File: src/rtl/mux_sel_pipe.sv
// Registered N:1 operand selector with valid/ready handshaking on every input
// and on the output. Supports direct select or round-robin among valid channels.
module mux_sel_pipe #(
    parameter int WIDTH  = 32,
    parameter int NUM_IN = 8,
    parameter int SEL_W  = $clog2(NUM_IN)
) (
    input  logic                    clk,
    input  logic                    rst,
    input  logic [NUM_IN*WIDTH-1:0] in_data,
    input  logic [NUM_IN-1:0]       in_valid,
    output logic [NUM_IN-1:0]       in_ready,
    input  logic                    mode,
    input  logic [SEL_W-1:0]        sel,
    output logic [WIDTH-1:0]        out_data,
    output logic [SEL_W-1:0]        out_sel,
    output logic                    out_valid,
    input  logic                    out_ready
);

    localparam logic [SEL_W-1:0] LAST_CH = SEL_W'(NUM_IN - 1);

    // Returns {found, index}: first valid channel after 'last', wrapping, with
    // 'last' itself considered only after every other channel.
    function automatic logic [SEL_W:0] rr_pick(input logic [NUM_IN-1:0] vld,
                                               input logic [SEL_W-1:0]  last);
        logic             found;
        logic [SEL_W-1:0] idx;
        logic [SEL_W-1:0] cand;
        int               c;
        found = 1'b0;
        idx   = '0;
        for (int k = NUM_IN; k >= 1; k--) begin
            c = int'(last) + k;
            if (c >= NUM_IN) begin
                c = c - NUM_IN;
            end
            cand = SEL_W'(c);
            if (vld[cand]) begin
                found = 1'b1;
                idx   = cand;
            end
        end
        return {found, idx};
    endfunction

    logic [WIDTH-1:0] out_data_q, out_data_d;
    logic [SEL_W-1:0] out_sel_q, out_sel_d;
    logic             out_valid_q, out_valid_d;
    logic [SEL_W-1:0] last_grant_q, last_grant_d;

    logic             sel_in_range;
    logic             chosen_vld;
    logic [SEL_W-1:0] chosen;
    logic [WIDTH-1:0] chosen_data;
    logic             space;
    logic             accept;

    generate
        if ((1 << SEL_W) == NUM_IN) begin : g_sel_full
            assign sel_in_range = 1'b1;
        end else begin : g_sel_part
            assign sel_in_range = (sel <= LAST_CH);
        end
    endgenerate

    always_comb begin
        chosen_vld = 1'b0;
        chosen     = '0;
        if (mode) begin
            {chosen_vld, chosen} = rr_pick(in_valid, last_grant_q);
        end else begin
            chosen_vld = sel_in_range;
            chosen     = sel;
        end
    end

    always_comb begin
        chosen_data = '0;
        for (int i = 0; i < NUM_IN; i++) begin
            if (chosen == SEL_W'(i)) begin
                chosen_data = in_data[i*WIDTH +: WIDTH];
            end
        end
    end

    assign space = !out_valid_q || out_ready;

    // Reset blocks every grant so nothing is consumed from upstream while the
    // held word is being discarded.
    always_comb begin
        in_ready = '0;
        if (space && chosen_vld && !rst) begin
            in_ready[chosen] = 1'b1;
        end
    end

    assign accept = |(in_ready & in_valid);

    always_comb begin
        out_data_d   = out_data_q;
        out_sel_d    = out_sel_q;
        out_valid_d  = out_valid_q;
        last_grant_d = last_grant_q;
        if (accept) begin
            out_data_d   = chosen_data;
            out_sel_d    = chosen;
            out_valid_d  = 1'b1;
            last_grant_d = chosen;
        end else if (out_valid_q && out_ready) begin
            out_valid_d = 1'b0;
        end
    end

    always_ff @(posedge clk) begin
        if (rst) begin
            out_data_q   <= '0;
            out_sel_q    <= '0;
            out_valid_q  <= 1'b0;
            last_grant_q <= LAST_CH;
        end else begin
            out_data_q   <= out_data_d;
            out_sel_q    <= out_sel_d;
            out_valid_q  <= out_valid_d;
            last_grant_q <= last_grant_d;
        end
    end

    assign out_data  = out_data_q;
    assign out_sel   = out_sel_q;
    assign out_valid = out_valid_q;

endmodule

File: config.mk
export PLATFORM = sky130hd
export DESIGN_NAME = mux_sel_pipe
export DESIGN_NICKNAME = d
export VERILOG_FILES = /design/src/rtl/mux_sel_pipe.sv
export SDC_FILE = /design/constraint.sdc
export NUM_CORES = 1
export LEC_CHECK = 0
export BUFFER_PORTS_ARGS = -buffer_cell sky130_fd_sc_hd__buf_2
export CAP_MARGIN = 0
export CORE_AREA = 2 2 122 124
export DETAILED_ROUTE_END_ITERATION = 6
export DIE_AREA = 0 0 124 126
export PLACE_DENSITY = 0.63
export SYNTH_ARGS = -nofsm -noshare
export SYNTH_HDL_FRONTEND = slang
export SYNTH_SLANG_ARGS = --single-unit
File: constraint.sdc
create_clock -name clk -period 4.75 [get_ports clk]
set_input_delay 0.2375 -clock clk [delete_from_list [all_inputs] [get_ports clk]]
set_output_delay 0.2375 -clock clk [all_outputs]
set_load 0.1 [all_outputs]
==> results of run 1 <==
-- final cells by class --
type | count | area [µm²]
Antenna cell | 4 | 10.01
Clock buffer | 7 | 132.6
Clock inverter | 1 | 5.005
Fill cell | 1545 | 7707
Inverter | 7 | 26.28
Multi-Input combinational cell | 468 | 3555
Sequential cell | 39 | 780.7
Tap cell | 184 | 230.2
Timing Repair Buffer | 334 | 1867
-- critical path, delay by kind of cell, from the launching register on --
family	cells	cell delay (ns)
buffers and inverters	6	1.58
and+or+nand+nor	1	0.10
AOI/OAI and AO/OA	3	0.46
DFF	1	0.33
muxes	2	0.77
adders and majority gates	1	0.45
-- sequential cells by signal, summed over array words and instances, names as in the netlist --
| name | count |
|---|---|
| out_data | 32 |
| last_grant_q | 3 |
| out_sel | 3 |
| out_valid | 1 |
-- placed cells by master, fill, tap and decap left out, types with 6 or more instances in the layout --
cell,n
nor2_2,8
dfxtp_1,39
o21ai_0,8
a211oi_1,26
a21oi_1,56
buf_2,306
mux2i_1,89
a22oi_1,32
a31oi_1,7
nand3_1,13
buf_12,10
nand2_1,60
buf_4,18
mux4_2,17
a311oi_1,6
mux2_2,13
nor2_1,15
nor3_1,8
and2_1,26
o221ai_1,7
nand3b_1,26
-- through the flow --
step,setup TNS [ns],hold slack (ns),cells,area (µm²)
2_1_floorplan,-0.8310,0.4318,570,4633
3_3_place_gp,0,0.4394,1032,6459
3_5_place_dp,0,0.4453,1032,6459
4_1_cts,0,0.2456,1040,6596
5_1_grt,0,0.2747,1043,6604
6_report,0,0.2494,1044,6606
-- power groups by stage --
stage,logic [mW],clock network [mW],registers [mW]
CTS,4.90,0.334,0.539
global route,5.26,0.354,0.554
finish,4.91,0.325,0.540
detailed placement,4.89,0,0.545
global placement,4.91,0,0.540
floorplan,3.11,0,1.33
-- layer usage --
layer / routed length (µm) / up-vias / track usage, % / part of all wire (%)
met3: 1323 / 32 / 5.344 / 6.8
li1: - / 2734 / - / -
met2: 10050 / 245 / 42.82 / 51
met1: 7702 / 2609 / 29.91 / 39
met4: 437 / 10 / 7.006 / 2.2
met5: 69 / - / 0 / 0.35
-- final timing paths --
kind / endpoint / from
max: in_ready[0] / last_grant_q[0]
min: out_valid / out_ready
max reg2reg: last_grant_q[2] / last_grant_q[0]
min reg2reg: out_data[3] / out_data[3]
-- cells by family (layout without fill, tap and decap cells) --
kind of cell	count (synthesis)	in the layout	synth area share (%)
AOI/OAI and AO/OA	168	168	24.55
adders and majority gates	2	2	0.5412
buffers and inverters	63	349	6.874
xor gates and xnor gates	6	6	1.137
muxes	120	120	30.96
DFF	39	39	16.89
other	0	4	0
and+or+nand+nor	172	172	19.05
==> out/metrics.cfg, run 1 <==
[status]
status=completed

[routing]
num_vias=5630
first_pass_iters=5
drtAntennaViolNets=0
wl_per_cell_um=18.76
totalWireLength_um=19590
drc=0
drtIter0Drc=410
via_per_inst=5.393

[logic_synthesis]
yosysSeqAreaShare_pct=16.89
avgSynthCellArea_um2=8.111
ys_seq_elements=39
synthCells=570
yosys.cell_types.count=52
synth_edf_count=0
synth.most_common_cell=mux2i_1
netlist_area_mm2=0.004623
synth_area_leaders=mux2i_1 19%, dfxtp_1 17%, mux4_2 8.3%
syn-num-nets=843
yosys-top-cells-count=89 x mux2i_1, 60 x nand2_1, 56 x a21oi_1
synth_warnings=0
ys_async_sr_fraction_pct=0
synth_ff_type=dfxtp_1
synth_largest_type_area_fraction_pct=19.27
synth_largest_area_cell=mux2i_1

[worst_setup_path]
worstPathMaxFanout=35
cp-start-kind=flop
cp.required_ns=4.51
path_class=flop to primary output
cp-end-kind=primary output
cp_cell_sequence=clkinv_1 > ha_1 > buf_4 > mux4_2 > mux2_2 > o21ai_0 > o21a_1 > o211ai_1 > buf_4 > inv_2 > buf_4 > nor2_1 > buf_12
worst_path_largest_cell_delay_ns=0.50
r2r_setup_slack_ns=0.68
crit_slowest_cell=mux4_2
r2r_cells=13
arrival_ns=3.99
cp_common_cell=buf_4

[sta]
setup_viol=0
fin_crit_sh_pct=88.96
slew_viol_final=0
worst_slack_ns=0.5244
max_slew_margin_pct=44.48
fmax_ghz=0.2367
rsz0062_at_grt=false
fin_skew_ns=0.006389
tightest_slew_ns=0.8308
post-route-min-period_ns=4.226
final_hold_viol_count=0

[power_and_ir_drop]
p_comb_share_pct=85.0
p_int_mw=2.400
p_per_area_mw_per_mm2=874.2
clkPwrFrac_pct=5.6
power_switching_mw=3.375
vdd_drop_max_v=0.0005681
power_mw=5.775
switching_share_pct=58.44
seqPwrFrac_pct=9.3
p_leak_nw=3.167

[cts]
clkTransAtPathRegs_ns=0.06
cts_resized=0
numCtsBuffers=5
cts_setup_buffers=0
clk_path_buf_depth=2
tritoncts=yes
clock_latency_ns=0.28
cts.sinks=39
htreeDepth=2
clockRootBuffer=clkbuf_16
ctsHoldBuffers=0

[flow_run]
max_cap_violations=0

[die]
start_util_pct=32.30
die_h_um=126
core_mm2=0.01431
die_area_mm2=0.01562
die_width_um=124
ios=315
row_count=44

[hold_path]
hold_path_class=input port to flop
holdPathStages=3

[cells_and_area]
syn_to_final_growth_pct=42.90
drive_gt1_share_pct=44.86
fin_util_pct=46.15
nets=1128

[global_routing]
grt_pass1_vias=5327
grt_first_pass_wirelength_um=29350
grt_overflow=0
grt_max_degree=69
track_usage_pct=24.49
antenna_found_initial=10

[placement]
portBuffers=314
dp_worst_setup_slack_ns=0.7205
hpwl_um=15760
gp_congestion=0.8914

(Power assumes the default switching activity.)
==> inputs of run 2 (changes only) <==
==> config.mk (replaced) <==
export PLATFORM = sky130hd
export DESIGN_NAME = mux_sel_pipe
export DESIGN_NICKNAME = d
export VERILOG_FILES = /design/src/rtl/mux_sel_pipe.sv
export SDC_FILE = /design/constraint.sdc
export NUM_CORES = 1
export LEC_CHECK = 0
export ABC_CLOCK_PERIOD_IN_PS = 4750
export CAP_MARGIN = 0
export CORE_AREA = 2 2 122 124
export DETAILED_ROUTE_END_ITERATION = 6
export DIE_AREA = 0 0 124 126
export DONT_BUFFER_PORTS = 1
export PLACE_DENSITY = 0.44
export SYNTH_ARGS = -nofsm -noshare
export SYNTH_HDL_FRONTEND = slang
export SYNTH_SLANG_ARGS = --single-unit
==> run 2 against run 1 <==
Against the previous run: total power decreased by 3.3%; critical endpoint is now out_data[12]; largest cell class unchanged; final cell count decreased by 30%; sequential share of layout area increased by 3.6 points; non-clock buffer count decreased by 305; critical path depth increased by 1; sequential power increased to 2.5 times the previous value; global-route usage decreased by 3.6 points; register-to-register slack got worse by 0.29 ns; maximum frequency decreased by 3.1%; combinational power decreased by 21%.
==> out/metrics.cfg, run 2 (synthesized netlist as in run 1, its figures left out) <==
[hold_path]
hold_path_class=input port to flop  ; unchanged
holdPathStages=1  ; was 3
hp-start=rst  ; was out_ready

[power_and_ir_drop]
switching_share_pct=59.66  ; was 58.44%
p_per_area_mw_per_mm2=1101  ; was 874.2 mW/mm²
seqPwrFrac_pct=24.2  ; was 9.3%
p_int_mw=2.253  ; was 2.400 mW
power_switching_mw=3.331  ; was 3.375 mW
p_comb_share_pct=69.7  ; was 85.0%
p_leak_nw=1.915  ; was 3.167 nW
vdd_drop_max_v=0.0003277  ; was 0.0005681 V
clkPwrFrac_pct=6.1  ; was 5.6%

[cells_and_area]
fin_util_pct=35.42  ; was 46.15%
antenna_cells=0  ; was 4
syn_to_final_growth_pct=9.662  ; was 42.90%
largest_reg_flops=32  ; unchanged
final_area_mm2=0.005070  ; was 0.006606 mm²
drive_gt1_share_pct=15.45  ; was 44.86%
finalNonFillerCells=734  ; was 1044
nets=823  ; was 1128
final_common_cell=mux2i_1  ; was buf_2
mostFrequentLayoutCells=89 x mux2i_1, 60 x nand2_1, 56 x a21oi_1, 39 x dfxtp_1, 32 x a22oi_1  ; was 306 x buf_2, 89 x mux2i_1, 60 x nand2_1, 56 x a21oi_1, 39 x dfxtp_1

[sta]
setup_viol=0  ; unchanged
rsz0062_at_grt=false  ; unchanged
tightest_slew_ns=1.043  ; was 0.8308 ns
post-route-min-period_ns=4.361  ; was 4.226 ns
final_hold_viol_count=0  ; unchanged
fin_skew_ns=0.006741  ; was 0.006389 ns
max_slew_margin_pct=30.37  ; was 44.48%
fin_crit_sh_pct=91.82  ; was 88.96%
slew_viol_final=0  ; unchanged
fmax_ghz=0.2293  ; was 0.2367 GHz

[cts]
cts_setup_buffers=0  ; unchanged
clockRootBuffer=clkbuf_16  ; unchanged
htreeDepth=2  ; unchanged
cts.sinks=39  ; unchanged
clkTransAtPathRegs_ns=0.06  ; about the same
clock_latency_ns=0.28  ; about the same
ctsHoldBuffers=0  ; unchanged
cts_resized=0  ; unchanged
numCtsBuffers=5  ; unchanged
tritoncts=yes  ; unchanged
clk_path_buf_depth=2  ; unchanged

[worst_setup_path]
r2r_cells=14  ; was 13
setup.worst_path.start=last_grant_q[0]  ; unchanged
cp.required_ns=4.96  ; was 4.51 ns
arrival_ns=4.57  ; was 3.99 ns
path_class=flop to flop  ; was flop to primary output
r2r_setup_slack_ns=0.39  ; was 0.68 ns
rr_startpoint=last_grant_q[0]  ; unchanged
worstPathMaxFanout=51  ; was 35
cp-end-kind=flop  ; was primary output
cp-start-kind=flop  ; unchanged

[routing]
first_pass_iters=5  ; unchanged
totalWireLength_um=16890  ; was 19590 µm
drc=0  ; unchanged
drtAntennaViolNets=0  ; unchanged
via_per_inst=6.158  ; was 5.393
wl_per_cell_um=23.00  ; was 18.76 µm
num_vias=4520  ; was 5630
drtIter0Drc=392  ; was 410

[placement]
portBuffers=0  ; was 314
place_area_mm2=0.004920  ; was 0.006459 mm²
hpwl_um=13380  ; was 15760 µm
gp_congestion=0.9397  ; was 0.8914
dp.cells=727  ; was 1032

[die]
start_util_pct=32.30  ; unchanged
row_count=44  ; unchanged
die_area_mm2=0.01562  ; unchanged
ios=315  ; unchanged
die_width_um=124  ; unchanged
die_h_um=126  ; unchanged
core_mm2=0.01431  ; unchanged

[global_routing]
track_usage_pct=20.85  ; was 24.49%
grt_max_degree=52  ; was 69
antenna_found_initial=0  ; was 10
grt_first_pass_wirelength_um=25380  ; was 29350 µm
grt_overflow=0  ; unchanged
grt_pass1_vias=4439  ; was 5327

[status]
status=completed  ; unchanged

[flow_run]
max_cap_violations=0  ; unchanged

[run 2: cell types whose count changed in the layout (fill, tap and decap cells not counted), moves of 2 or more]
cell,delta
buf_2,-306
diode_2,-4
nor2_1,-4
nor2_2,+4
buf_4,+3
buf_12,-2
clkbuf_1,-2
[run 2: through the flow]
stage               setup TNS [ns]  worst slack [ns]  hold WS [ns]  power, mW
finish                           0            0.3886       0.02862      5.584
global route                     0            0.1144       0.01064      5.977
CTS                              0            0.2799       0.01632      5.601
global placement                 0            0.4299        0.3153      5.220
detailed placement               0            0.3052        0.3155      5.240
floorplan                  -0.8310           -0.4155        0.4318      4.432
[run 2: critical path: stages, from the launching register on]
cell and delay [ns]:
dfxtp_1 0.33, clkinv_1 0.20, ha_2 0.57, mux4_2 0.40
mux2_2 0.33, a2111o_1 0.45, a211oi_2 0.22, nor3_2 0.09
mux2_1 0.31, o211a_1 0.25, a211oi_4 0.33, buf_12 0.29
buf_4 0.25, nand2_1 0.07, a21oi_1 0.18
[run 2: routing by layer]
layer	routed length, µm	GRT usage [%]
met1	6895	27.07
met2	8470	35.49
met3	1288	4.348
met4	230	4.362
met5	0	0
[run 2: final timing paths]
kind / endpoint
worst max-delay path: out_data[12]
worst min-delay path: out_valid
worst max register to register: out_data[12]
worst min register to register: last_grant_q[2]
[run 2: area by class of cell]
type | instances | area, µm²
repair buffers | 29 | 317.8
flip-flops and latches | 39 | 780.7
clock buffers | 6 | 138.9
clock inverters | 1 | 8.758
inverters | 7 | 26.28
fillers | 1521 | 9244
well taps | 184 | 230.2
multi-input cells | 468 | 3567
[run 2: power by group through the flow]
stage | clock network, mW | registers, mW | logic [mW]
after floorplan | 0 | 1.33 | 3.11
after global routing | 0.368 | 1.36 | 4.24
after CTS | 0.354 | 1.36 | 3.89
after global placement | 0 | 1.36 | 3.86
after detailed placement | 0 | 1.36 | 3.88
final | 0.339 | 1.35 | 3.89
==> inputs of run 3 (changes only) <==
--- a/config.mk
+++ b/config.mk
@@ -6,12 +6,12 @@
 export NUM_CORES = 1
 export LEC_CHECK = 0
 export ABC_CLOCK_PERIOD_IN_PS = 4750
+export BUFFER_PORTS_ARGS = -buffer_cell sky130_fd_sc_hd__buf_2
 export CAP_MARGIN = 0
 export CORE_AREA = 2 2 122 124
 export DETAILED_ROUTE_END_ITERATION = 6
 export DIE_AREA = 0 0 124 126
-export DONT_BUFFER_PORTS = 1
-export PLACE_DENSITY = 0.44
+export PLACE_DENSITY = 0.77
 export SYNTH_ARGS = -nofsm -noshare
 export SYNTH_HDL_FRONTEND = slang
 export SYNTH_SLANG_ARGS = --single-unit
==> run 3 against run 2 <==
Against the previous run: sequential cell count unchanged; first-iteration DRC count is 5.4% lower; worst setup slack lost 0.095 ns; wire length grew 12%; utilization increased by 10 points; critical path depth is 3 lower; largest power group unchanged; highest routed layer is now met5.
==> out/metrics.cfg, run 3 (synthesized netlist as in run 1, its figures left out) <==
[global_routing]
grt_max_degree=130  ; was 52
track_usage_pct=23.21  ; was 20.85%
grt_overflow=0  ; unchanged
grt_pass1_vias=5232  ; was 4439
antenna_found_initial=5  ; was 0
grt_first_pass_wirelength_um=28320  ; was 25380 µm

[die]
ios=315  ; unchanged
die_area_mm2=0.01562  ; unchanged
core_mm2=0.01431  ; unchanged
die_h_um=126  ; unchanged
start_util_pct=32.30  ; unchanged
row_count=44  ; unchanged
die_width_um=124  ; unchanged

[sta]
final_hold_viol_count=0  ; unchanged
fmax_ghz=0.2244  ; was 0.2293 GHz
fin_crit_sh_pct=93.83  ; was 91.82%
setup_viol=0  ; unchanged
fin_setup_tns_ns=0  ; unchanged
max_slew_margin_pct=43.46  ; was 30.37%
post-route-min-period_ns=4.457  ; was 4.361 ns
fin_skew_ns=0.006132  ; was 0.006741 ns
slew_viol_final=0  ; unchanged
tightest_slew_ns=0.8481  ; was 1.043 ns
rsz0062_at_grt=false  ; unchanged

[power_and_ir_drop]
vdd_drop_max_v=0.0005617  ; was 0.0003277 V
p_per_area_mw_per_mm2=882.3  ; was 1101 mW/mm²
p_leak_nw=3.141  ; was 1.915 nW

[routing]
drtAntennaViolNets=0  ; unchanged
drtIter0Drc=371  ; was 392
totalWireLength_um=18870  ; was 16890 µm
wl_per_cell_um=18.21  ; was 23.00 µm
num_vias=5654  ; was 4520
drc=0  ; unchanged
via_per_inst=5.458  ; was 6.158
first_pass_iters=5  ; unchanged

[cells_and_area]
drive_gt1_share_pct=44.59  ; was 15.45%
final_common_cell=buf_2  ; was mux2i_1
nets=1124  ; was 823
n_fill_cell=1497  ; was 1521
largest_reg_flops=32  ; unchanged
mostFrequentLayoutCells=307 x buf_2, 89 x mux2i_1, 60 x nand2_1, 56 x a21oi_1, 39 x dfxtp_1  ; was 89 x mux2i_1, 60 x nand2_1, 56 x a21oi_1, 39 x dfxtp_1, 32 x a22oi_1
final_area_mm2=0.006548  ; was 0.005070 mm²
syn_to_final_growth_pct=41.62  ; was 9.662%

[cts]
clock_latency_ns=0.28  ; about the same
cts_resized=0  ; unchanged
numCtsBuffers=5  ; unchanged
tritoncts=yes  ; unchanged
clkTransAtPathRegs_ns=0.06  ; about the same
cts.sinks=39  ; unchanged
cts_setup_buffers=0  ; unchanged
htreeDepth=2  ; unchanged
clk_path_buf_depth=2  ; unchanged
clockRootBuffer=clkbuf_16  ; unchanged
ctsHoldBuffers=0  ; unchanged

[worst_setup_path]
worst_path_dominant_cell_family=buffers and inverters  ; was compound AO/OA/AOI/OAI gates
cp.required_ns=4.51  ; was 4.96 ns
cp_cell_sequence=clkinv_1 > ha_1 > buf_4 > mux4_2 > mux2_2 > o21ai_0 > o21a_1 > o211ai_1 > buf_12 > nor2_1 > buf_2  ; was clkinv_1 > ha_2 > mux4_2 > mux2_2 > a2111o_1 > a211oi_2 > nor3_2 > mux2_1 > o211a_1 > a211oi_4 > buf_12 > buf_4 > nand2_1 > a21oi_1
worstPathMaxFanout=129  ; was 51
cp-start-kind=flop  ; unchanged
path_class=flop to primary output  ; was flop to flop
cp-end-kind=primary output  ; was flop
r2r_cells=11  ; was 14
path_depth=11  ; was 14
worst_path_largest_cell_delay_ns=0.52  ; was 0.57 ns
crit_slowest_cell=mux4_2  ; was ha_2
arrival_ns=4.22  ; was 4.57 ns
critPathBufInv=4  ; was 3

[placement]
portBuffers=314  ; was 0
gp_congestion=0.9623  ; was 0.9397
place_area_mm2=0.006414  ; was 0.004920 mm²
hpwl_um=14690  ; was 13380 µm

[flow_run]
max_cap_violations=0  ; unchanged

[hold_path]
holdPathStages=3  ; was 1
hold_path_class=input port to flop  ; unchanged

[status]
status=completed  ; unchanged

-- run 3: cell types whose count changed in the layout (fill, tap and decap cells not counted), moves of 2 or more --
| cell | previous run | this run |
|---|---|---|
| buf_4 | 21 | 14 |
| buf_2 | 0 | 307 |
| nor2_1 | 11 | 15 |
| diode_2 | 0 | 2 |
| nor2_2 | 12 | 8 |
-- run 3: worst paths after layout --
kind                   startpoint            to  slack (ns)
setup / recovery  last_grant_q[0]   in_ready[1]        0.29
hold / removal          out_ready     out_valid        0.30
setup reg to reg  last_grant_q[2]  out_data[16]        0.44
hold reg to reg      out_data[19]  out_data[19]        0.45
-- run 3: routing by layer --
metal	GRT usage (%)	share of wire (%)	wire (µm)	vias to the layer above
met3	5.752	8.3	1570	36
met4	7.006	2.5	463	6
met2	39.08	49	9270	272
li1	-	-	-	2730
met5	0	0.20	38	-
met1	29.06	40	7524	2610
-- run 3: power by group --
| group | internal [mW] | switching [mW] | leakage [nW] |
|---|---|---|---|
| registers | 0.459 | 0.0837 | 0.320 |
| clock network | 0.189 | 0.127 | 0.0628 |
| logic | 1.72 | 3.20 | 2.76 |
| total | 2.37 | 3.41 | 3.14 |
-- run 3: stage by stage --
| stage | setup WS, ns | power [mW] | utilization, % | hold slack, ns | std cells |
|---|---|---|---|---|---|
| global placement | 0.5446 | 5.418 | 44.81 | 0.4402 | 1028 |
| floorplan | -0.4155 | 4.432 | - | 0.4318 | 570 |
| CTS | 0.4508 | 5.779 | 45.71 | 0.2912 | 1034 |
| detailed placement | 0.5458 | 5.454 | 44.81 | 0.4456 | 1028 |
| global route | 0.1580 | 6.151 | 45.71 | 0.3449 | 1034 |
| finish | 0.2931 | 5.777 | 45.74 | 0.3015 | 1036 |
-- run 3: cell type report --
cell class / instances / area [µm²] / area share, %
flip-flops and latches: 39 / 780.7 / 11.92
clock buffers: 6 / 128.9 / 1.968
well taps: 184 / 230.2 / 3.516
repair buffers: 330 / 1822 / 27.82
diodes: 2 / 5.005 / 0.07644
inverters: 7 / 26.28 / 0.4013
multi-input cells: 468 / 3555 / 54.29
-- run 3: worst min-delay path, delay by kind of cell --
kind	cells	cell delay [ns]
compound gates	1	0.07
simple gates	1	0.14
buf+inv	1	0.08
